<file path="src/rtl/pipelined_subtractor_pkg.sv">
// Shared definitions for the pipelined subtractor and related ALU datapath blocks:
// the flag bundle and the block-count / prefix-depth derivations.
package pipelined_subtractor_pkg;

  typedef struct packed {
    logic zero;
    logic neg;
    logic ovf;
    logic bout;
  } alu_flags_t;

  function automatic int num_blocos_f(input int width, input int block);
    return width / block;
  endfunction

  function automatic int depth_f(input int num_blocos);
    return $clog2(num_blocos);
  endfunction

endpackage

</file>
<file path="src/rtl/cs_block.sv">
// Carry-select block: precomputes the block sum for both possible incoming carries.
module cs_block #(
  parameter int BLOCK = 8
) (
  input  logic [BLOCK-1:0] a_i,
  input  logic [BLOCK-1:0] b_i,
  output logic [BLOCK-1:0] sum0_o,
  output logic [BLOCK-1:0] sum1_o,
  output logic             c0_o,
  output logic             c1_o
);

  assign {c0_o, sum0_o} = {1'b0, a_i} + {1'b0, b_i};
  assign {c1_o, sum1_o} = {1'b0, a_i} + {1'b0, b_i} + (BLOCK + 1)'(1);

endmodule

</file>
<file path="src/rtl/parallel_prefix_tree.sv">
// Kogge-Stone prefix over per-block generate/propagate; c_o[i] is the carry out of block i.
module parallel_prefix_tree #(
  parameter int N     = 4,
  parameter int DEPTH = 2
) (
  input  logic [N-1:0] g_i,
  input  logic [N-1:0] p_i,
  input  logic         cin_i,
  output logic [N-1:0] c_o
);

  logic [N-1:0] g_lvl, p_lvl, g_nxt, p_nxt;

  // Folding cin into block 0's generate turns every group prefix into a true carry.
  // NOTE: every variable gets a full default at the top of always_comb, so no latch can be inferred.
  always_comb begin
    g_lvl    = g_i;
    p_lvl    = p_i;
    g_lvl[0] = g_i[0] | (p_i[0] & cin_i);
    g_nxt    = g_lvl;
    p_nxt    = p_lvl;
    for (int l = 0; l < DEPTH; l++) begin
      g_nxt = g_lvl;
      p_nxt = p_lvl;
      for (int i = (1 << l); i < N; i++) begin
        g_nxt[i] = g_lvl[i] | (p_lvl[i] & g_lvl[i-(1<<l)]);
        p_nxt[i] = p_lvl[i] & p_lvl[i-(1<<l)];
      end
      g_lvl = g_nxt;
      p_lvl = p_nxt;
    end
    c_o = g_lvl;
  end

endmodule

</file>
<file path="src/rtl/sub_flag_gen.sv">
// Stage-4 status flags derived from the selected difference and the operand sign bits.
module sub_flag_gen
  import pipelined_subtractor_pkg::*;
#(
  parameter int WIDTH = 32
) (
  input  logic [WIDTH-1:0] diff_i,
  input  logic             a_msb_i,
  input  logic             b_msb_i,
  input  logic             cout_i,
  output alu_flags_t       flags_o
);

  always_comb begin
    flags_o.zero = (diff_i == '0);
    flags_o.neg  = diff_i[WIDTH-1];
    flags_o.ovf  = (a_msb_i != b_msb_i) && (diff_i[WIDTH-1] != a_msb_i);
    flags_o.bout = ~cout_i;
  end

endmodule

</file>
<file path="src/rtl/pipelined_subtractor.sv">
// Four-stage carry-select / parallel-prefix subtractor (a - b - bin) with flags and
// a single global valid/ready stall enable shared by every stage.
module pipelined_subtractor
  import pipelined_subtractor_pkg::*;
#(
  parameter int WIDTH = 32,
  parameter int BLOCK = 8
) (
  input  logic             clk,
  input  logic             rst_n,
  input  logic             in_valid,
  output logic             in_ready,
  input  logic [WIDTH-1:0] a,
  input  logic [WIDTH-1:0] b,
  input  logic             bin,
  output logic             out_valid,
  input  logic             out_ready,
  output logic [WIDTH-1:0] diff,
  output logic             bout,
  output logic             zero,
  output logic             neg,
  output logic             ovf
);

  localparam int NUM_BLOCOS = num_blocos_f(WIDTH, BLOCK);
  localparam int DEPTH      = depth_f(NUM_BLOCOS);

  if ((WIDTH % BLOCK) != 0 || NUM_BLOCOS < 2) begin : g_bad_params
    $error("pipelined_subtractor: WIDTH must be a multiple of BLOCK with at least two blocks");
  end

  logic adv, accept;

  logic                  s1_valid_q, s1_cin_q;
  logic [WIDTH-1:0]      s1_a_q, s1_bn_q;

  logic                  s2_valid_q, s2_cin_q, s2_a_msb_q, s2_b_msb_q;
  logic [WIDTH-1:0]      s2_sum0_q, s2_sum1_q, s2_sum0_d, s2_sum1_d;
  logic [NUM_BLOCOS-1:0] s2_g_q, s2_p_q, s2_c0_d, s2_c1_d;

  logic                  s3_valid_q, s3_cout_q, s3_a_msb_q, s3_b_msb_q;
  logic [WIDTH-1:0]      s3_sum0_q, s3_sum1_q;
  logic [NUM_BLOCOS-1:0] s3_sel_q, s3_sel_d, blk_carry;

  logic                  out_valid_q;
  logic [WIDTH-1:0]      diff_q, diff_d;
  alu_flags_t            flags_q, flags_d;

  // The whole pipe advances together; a full output slot blocks everything behind it.
  assign adv      = ~out_valid_q | out_ready;
  assign in_ready = adv;
  assign accept   = in_valid & adv;

  for (genvar blk = 0; blk < NUM_BLOCOS; blk++) begin : g_cs
    cs_block #(.BLOCK(BLOCK)) u_cs (
      .a_i    (s1_a_q[blk*BLOCK +: BLOCK]),
      .b_i    (s1_bn_q[blk*BLOCK +: BLOCK]),
      .sum0_o (s2_sum0_d[blk*BLOCK +: BLOCK]),
      .sum1_o (s2_sum1_d[blk*BLOCK +: BLOCK]),
      .c0_o   (s2_c0_d[blk]),
      .c1_o   (s2_c1_d[blk])
    );
  end

  parallel_prefix_tree #(.N(NUM_BLOCOS), .DEPTH(DEPTH)) u_prefix (
    .g_i   (s2_g_q),
    .p_i   (s2_p_q),
    .cin_i (s2_cin_q),
    .c_o   (blk_carry)
  );

  assign s3_sel_d = {blk_carry[NUM_BLOCOS-2:0], s2_cin_q};

  always_comb begin
    diff_d = '0;
    for (int blk = 0; blk < NUM_BLOCOS; blk++) begin
      diff_d[blk*BLOCK +: BLOCK] = s3_sel_q[blk] ? s3_sum1_q[blk*BLOCK +: BLOCK]
                                                 : s3_sum0_q[blk*BLOCK +: BLOCK];
    end
  end

  sub_flag_gen #(.WIDTH(WIDTH)) u_flags (
    .diff_i  (diff_d),
    .a_msb_i (s3_a_msb_q),
    .b_msb_i (s3_b_msb_q),
    .cout_i  (s3_cout_q),
    .flags_o (flags_d)
  );

  // NOTE: sequential state uses non-blocking assignments only, so every stage samples
  // the previous stage's pre-edge value regardless of statement order.
  always_ff @(posedge clk or negedge rst_n) begin
    // NOTE: datapath registers are reset as well as valid bits, so outputs read 0 after reset.
    if (!rst_n) begin
      s1_valid_q  <= 1'b0;
      s1_cin_q    <= 1'b0;
      s1_a_q      <= '0;
      s1_bn_q     <= '0;
      s2_valid_q  <= 1'b0;
      s2_cin_q    <= 1'b0;
      s2_a_msb_q  <= 1'b0;
      s2_b_msb_q  <= 1'b0;
      s2_sum0_q   <= '0;
      s2_sum1_q   <= '0;
      s2_g_q      <= '0;
      s2_p_q      <= '0;
      s3_valid_q  <= 1'b0;
      s3_cout_q   <= 1'b0;
      s3_a_msb_q  <= 1'b0;
      s3_b_msb_q  <= 1'b0;
      s3_sum0_q   <= '0;
      s3_sum1_q   <= '0;
      s3_sel_q    <= '0;
      out_valid_q <= 1'b0;
      diff_q      <= '0;
      flags_q     <= '0;
    end else if (adv) begin
      s1_valid_q  <= accept;
      s1_cin_q    <= accept ? ~bin : 1'b0;
      s1_a_q      <= accept ? a : '0;
      s1_bn_q     <= accept ? ~b : '0;

      s2_valid_q  <= s1_valid_q;
      s2_cin_q    <= s1_cin_q;
      s2_a_msb_q  <= s1_a_q[WIDTH-1];
      s2_b_msb_q  <= ~s1_bn_q[WIDTH-1];
      s2_sum0_q   <= s2_sum0_d;
      s2_sum1_q   <= s2_sum1_d;
      s2_g_q      <= s2_c0_d;
      s2_p_q      <= s2_c0_d ^ s2_c1_d;

      s3_valid_q  <= s2_valid_q;
      s3_cout_q   <= blk_carry[NUM_BLOCOS-1];
      s3_a_msb_q  <= s2_a_msb_q;
      s3_b_msb_q  <= s2_b_msb_q;
      s3_sum0_q   <= s2_sum0_q;
      s3_sum1_q   <= s2_sum1_q;
      s3_sel_q    <= s3_sel_d;

      out_valid_q <= s3_valid_q;
      diff_q      <= diff_d;
      flags_q     <= flags_d;
    end
  end

  assign out_valid = out_valid_q;
  assign diff      = diff_q;
  assign bout      = flags_q.bout;
  assign zero      = flags_q.zero;
  assign neg       = flags_q.neg;
  assign ovf       = flags_q.ovf;

endmodule

</file>
<file path="config.mk">
export PLATFORM = sky130hd
export DESIGN_NAME = pipelined_subtractor
export DESIGN_NICKNAME = d
export VERILOG_FILES = /design/src/rtl/pipelined_subtractor_pkg.sv /design/src/rtl/cs_block.sv /design/src/rtl/parallel_prefix_tree.sv /design/src/rtl/sub_flag_gen.sv /design/src/rtl/pipelined_subtractor.sv
export SDC_FILE = /design/constraint.sdc
export NUM_CORES = 1
export LEC_CHECK = 0
export ABC_AREA = 0
export ABC_CLOCK_PERIOD_IN_PS = 3600
export CAP_MARGIN = 0
export CORE_MARGIN = 2
export CORE_UTILIZATION = 58
export DETAILED_ROUTE_END_ITERATION = 10
export PLACE_DENSITY = 0.8
export SYNTH_ARGS = -nofsm -noshare
export SYNTH_HDL_FRONTEND = slang
export SYNTH_SLANG_ARGS = --single-unit
</file>
<file path="constraint.sdc">
create_clock -name clk -period 3.6 [get_ports clk]
set_clock_uncertainty 0.2 [all_clocks]
set_input_delay 0.72 -clock clk [delete_from_list [all_inputs] [get_ports clk]]
set_output_delay 0.72 -clock clk [all_outputs]
set_load 0.02 [all_outputs]
</file>
==> impl_metrics.py <==
metrics = {
    "flow_run": {
        "drv_cap": 0,
    },
    "synthesis": {
        "synth_seq_cells": 250,
        "synth_common_cells": "nand2_1, dfrtp_1, o21ai_0, clkbuf_1, nor2_1",
        "ys_warn_count": 0,
        "postSynthCellCount": 1281,
        "yosys-top-cells-area": "dfrtp_1, nand2_1, ha_1",
        "ys.flop_type": "dfrtp_1",
        "synth_top_cell_area_share_pct": 53.57,
        "synth_compound_area_share_pct": 9.064,
        "synth_edf_count": 0,
        "synth_xor_area_share_pct": 2.625,
        "netlist_area_um2": 11680,
        "post-synth-top-area-cell": "dfrtp_1",
        "synth_top_family_by_area": "simple AND/OR/NAND/NOR gates",
        "synthSimpleGateAreaFrac_pct": 24.78,
        "syn-num-nets": 1390,
        "synth.most_common_cell": "nand2_1",
        "netlist-cell-type-count": 58,
        "muxShareOfSynthArea_pct": 2.839,
        "syn_area_per_cell_um2": 9.117,
        "ys_async_sr_fraction_pct": 100.0,
        "synth_seq_area_share_pct": 53.57,
        "synthAdderAreaFrac_pct": 4.543,
    },
    "clocking": {
        "cts_tree": "yes",
        "clock-sinks": 250,
        "clk_pin_slew_worst_paths_ns": 0.06,
        "cts_max_level": 1,
        "cts.path.max_buffers": 3,
        "cts_setup_buffers": 0,
        "cts-root-buf": "clkbuf_16",
        "hold_buffers": 0,
        "cts_inserted_buffers": 25,
        "clk_latency_ns": 0.52,
        "cts_resized": 0,
    },
    "sta": {
        "min_period_ns": 2.863,
        "rsz0062_at_grt": "false",
        "hold_viol": 4,
        "whs_ns": -0.02290,
        "fin_crit_sh_pct": 79.53,
        "max_freq_mhz": 349.3,
        "fin_setup_tns_ns": 0,
        "tightest_slew_ns": 1.194,
        "slew_headroom_pct": 20.41,
        "slew_violations": 0,
        "setup_viol": 0,
    },
    "die": {
        "io_pins": 107,
        "coreArea_um2": 19590,
        "die_w_um": 145.9,
        "die_area_um2": 21290,
        "start_util_pct": 59.62,
        "std_cell_rows": 51,
        "die_h_um": 145.9,
    },
    "pwr": {
        "ir_drop_uv": 646.4,
        "p_int_w": 0.007019,
        "switching_power_w": 0.004118,
        "share_comb_of_total_power_pct": 35.2,
        "clockPowerShare_pct": 22.3,
        "powerDensity_nw_per_um2": 812.0,
        "pwr-share-seq_pct": 42.5,
        "power_w": 0.01114,
        "sw_frac_of_total_pct": 36.97,
        "power.leakage_nw": 6.663,
    },
    "worst_setup_path": {
        "rrSetupSlack_ns": 0.75,
        "reg2reg_depth": 8,
        "worst_ep_required_time_ns": 2.68,
        "crit_type": "primary input to output pin",
        "cp-end-kind": "output pin",
        "cp.arrival_ns": 1.94,
        "start_kind": "primary input",
        "crit_path_max_fanout": 2,
    },
    "outcome": {
        "violations": "negative hold slack",
        "status": "finished with violations",
    },
    "routing": {
        "via_per_inst": 5.383,
        "drt_wl_total_mm": 23.79,
        "vias": 8790,
        "drtAntennaViolNets": 0,
        "dr.pass1.iters": 5,
        "drtIter0Drc": 682,
        "routedWlPerCell_um": 14.57,
        "drc": 0,
    },
    "grt": {
        "grtUsageTotal_pct": 22.78,
        "grt_pass1_vias": 8408,
        "overflow": 0,
        "grt_start_max_net_pins": 287,
        "antenna_found_initial": 0,
        "grt_pass1_wl_mm": 41.08,
    },
    "layout": {
        "layout.nets": 1463,
        "fin_util_pct": 70.01,
        "n_antenna_cell": 0,
        "drive_gt1_share_pct": 4.532,
        "area_growth_pct": 17.43,
    },
    "placed_design": {
        "dp_hpwl_mm": 15.69,
        "numPortBuffers": 106,
        "place_congestion": 0.7854,
    },
    "hold_path": {
        "min_path_type": "primary input to asynchronous set/reset pin",
    },
}
sequential cells by signal, summed over array words and instances, names as in the netlist, 4 cells and up:
signal,flops
s3_sel_q,4
s3_sum0_q,32
s1_bn_q,32
s3_sum1_q,32
s2_sum0_q,32
s1_a_q,32
s2_g_q,4
s2_sum1_q,32
s2_p_q,4
diff,32
kinds of logic after synthesis:
| logic type | Yosys count |
|---|---|
| AOI/OAI and AO/OA | 168 |
| and+or+nand+nor | 676 |
| DFF | 250 |
| muxes | 33 |
| xor gates and xnor gates | 35 |
| buffers and inverters | 79 |
| adders and majority gates | 40 |
worst max-delay path, stage by stage:
cell and delay [ns]:
clkdlybuf4s50_1 0.50, nor2b_4 0.07, inv_6 0.06, clkdlybuf4s50_1 0.59
area by class of cell:
class / instances / area (um2)
tap: 265 / 331.6
clock buffer: 39 / 738.2
timing repair buffer: 115 / 1179
clock inverter: 2 / 38.79
inverter: 10 / 42.54
fill: 1511 / 5876
multi-input combinational: 952 / 5129
sequential: 250 / 6256
metrics by stage:
stage	cell area [um2]	instances	hold WS [ns]	worst slack [ns]
6_report	13710	1633	-0.02290	0.7369
5_1_grt	13710	1633	0.03759	0.6368
4_1_cts	13710	1633	0.005680	0.7286
3_5_place_dp	12940	1592	0.2551	0.6943
3_3_place_gp	12940	1592	0.2444	0.7190
2_1_floorplan	11680	1281	0.2173	1.010
cell usage in the layout, fill, tap and decap left out, types with 3 or more instances in the layout:
cell             synthesis  final
clkdlybuf4s50_1          0    104
nor3_1                  12     12
fa_1                     4      4
dfrtp_1                250    250
o21ai_0                 69     69
o31ai_1                  4      4
a31oi_1                  3      3
or4_1                    7      7
o22ai_1                  3      3
and3_1                   7      7
nand4_1                  4      4
nand3_1                 41     41
nand2_1                485    485
nand2b_1                 6      6
ha_1                    36     36
buf_4                    1      5
and2_1                   3      3
xor2_1                  15     15
a21oi_2                  3      3
mux2i_1                 32     32
clkbuf_16                0     25
xnor2_1                 20     20
clkbuf_8                 0      6
inv_1                    9      9
a21oi_1                 37     37
a21o_1                  13     13
nand3b_1                36     36
buf_12                   0      4
clkbuf_1                66      8
o21a_1                  11     11
nor4_1                   7      7
nor2_1                  55     55
a211oi_1                 5      5
power groups by stage:
stage	Sequential [W]	Combinational [W]	Clock [W]
floorplan	0.00467	0.00268	0
global placement	0.00471	0.00377	0
detailed placement	0.00475	0.00392	0
CTS	0.00472	0.00396	0.00252
global route	0.00487	0.00444	0.00263
finish	0.00473	0.00392	0.00248
path summary, 6_finish.rpt:
kind,end,startpoint
worst max-delay path,in_ready,out_ready
worst min-delay path,s1_valid_q,rst_n
worst max register to register,s2_sum1_q[30],s1_bn_q[24]
worst min register to register,s2_valid_q,s2_valid_q
max in group asynchronous,diff[6],rst_n
min in group clk,s2_valid_q,s2_valid_q
routing by layer:
| metal | track usage (%) | wire length [um] |
|---|---|---|
| met1 | 36.46 | 11890 |
| met2 | 33.44 | 10520 |
| met3 | 2.665 | 1097 |
| met4 | 5.245 | 274 |
| met5 | 0 | 0 |
(Power assumes the default switching activity.)
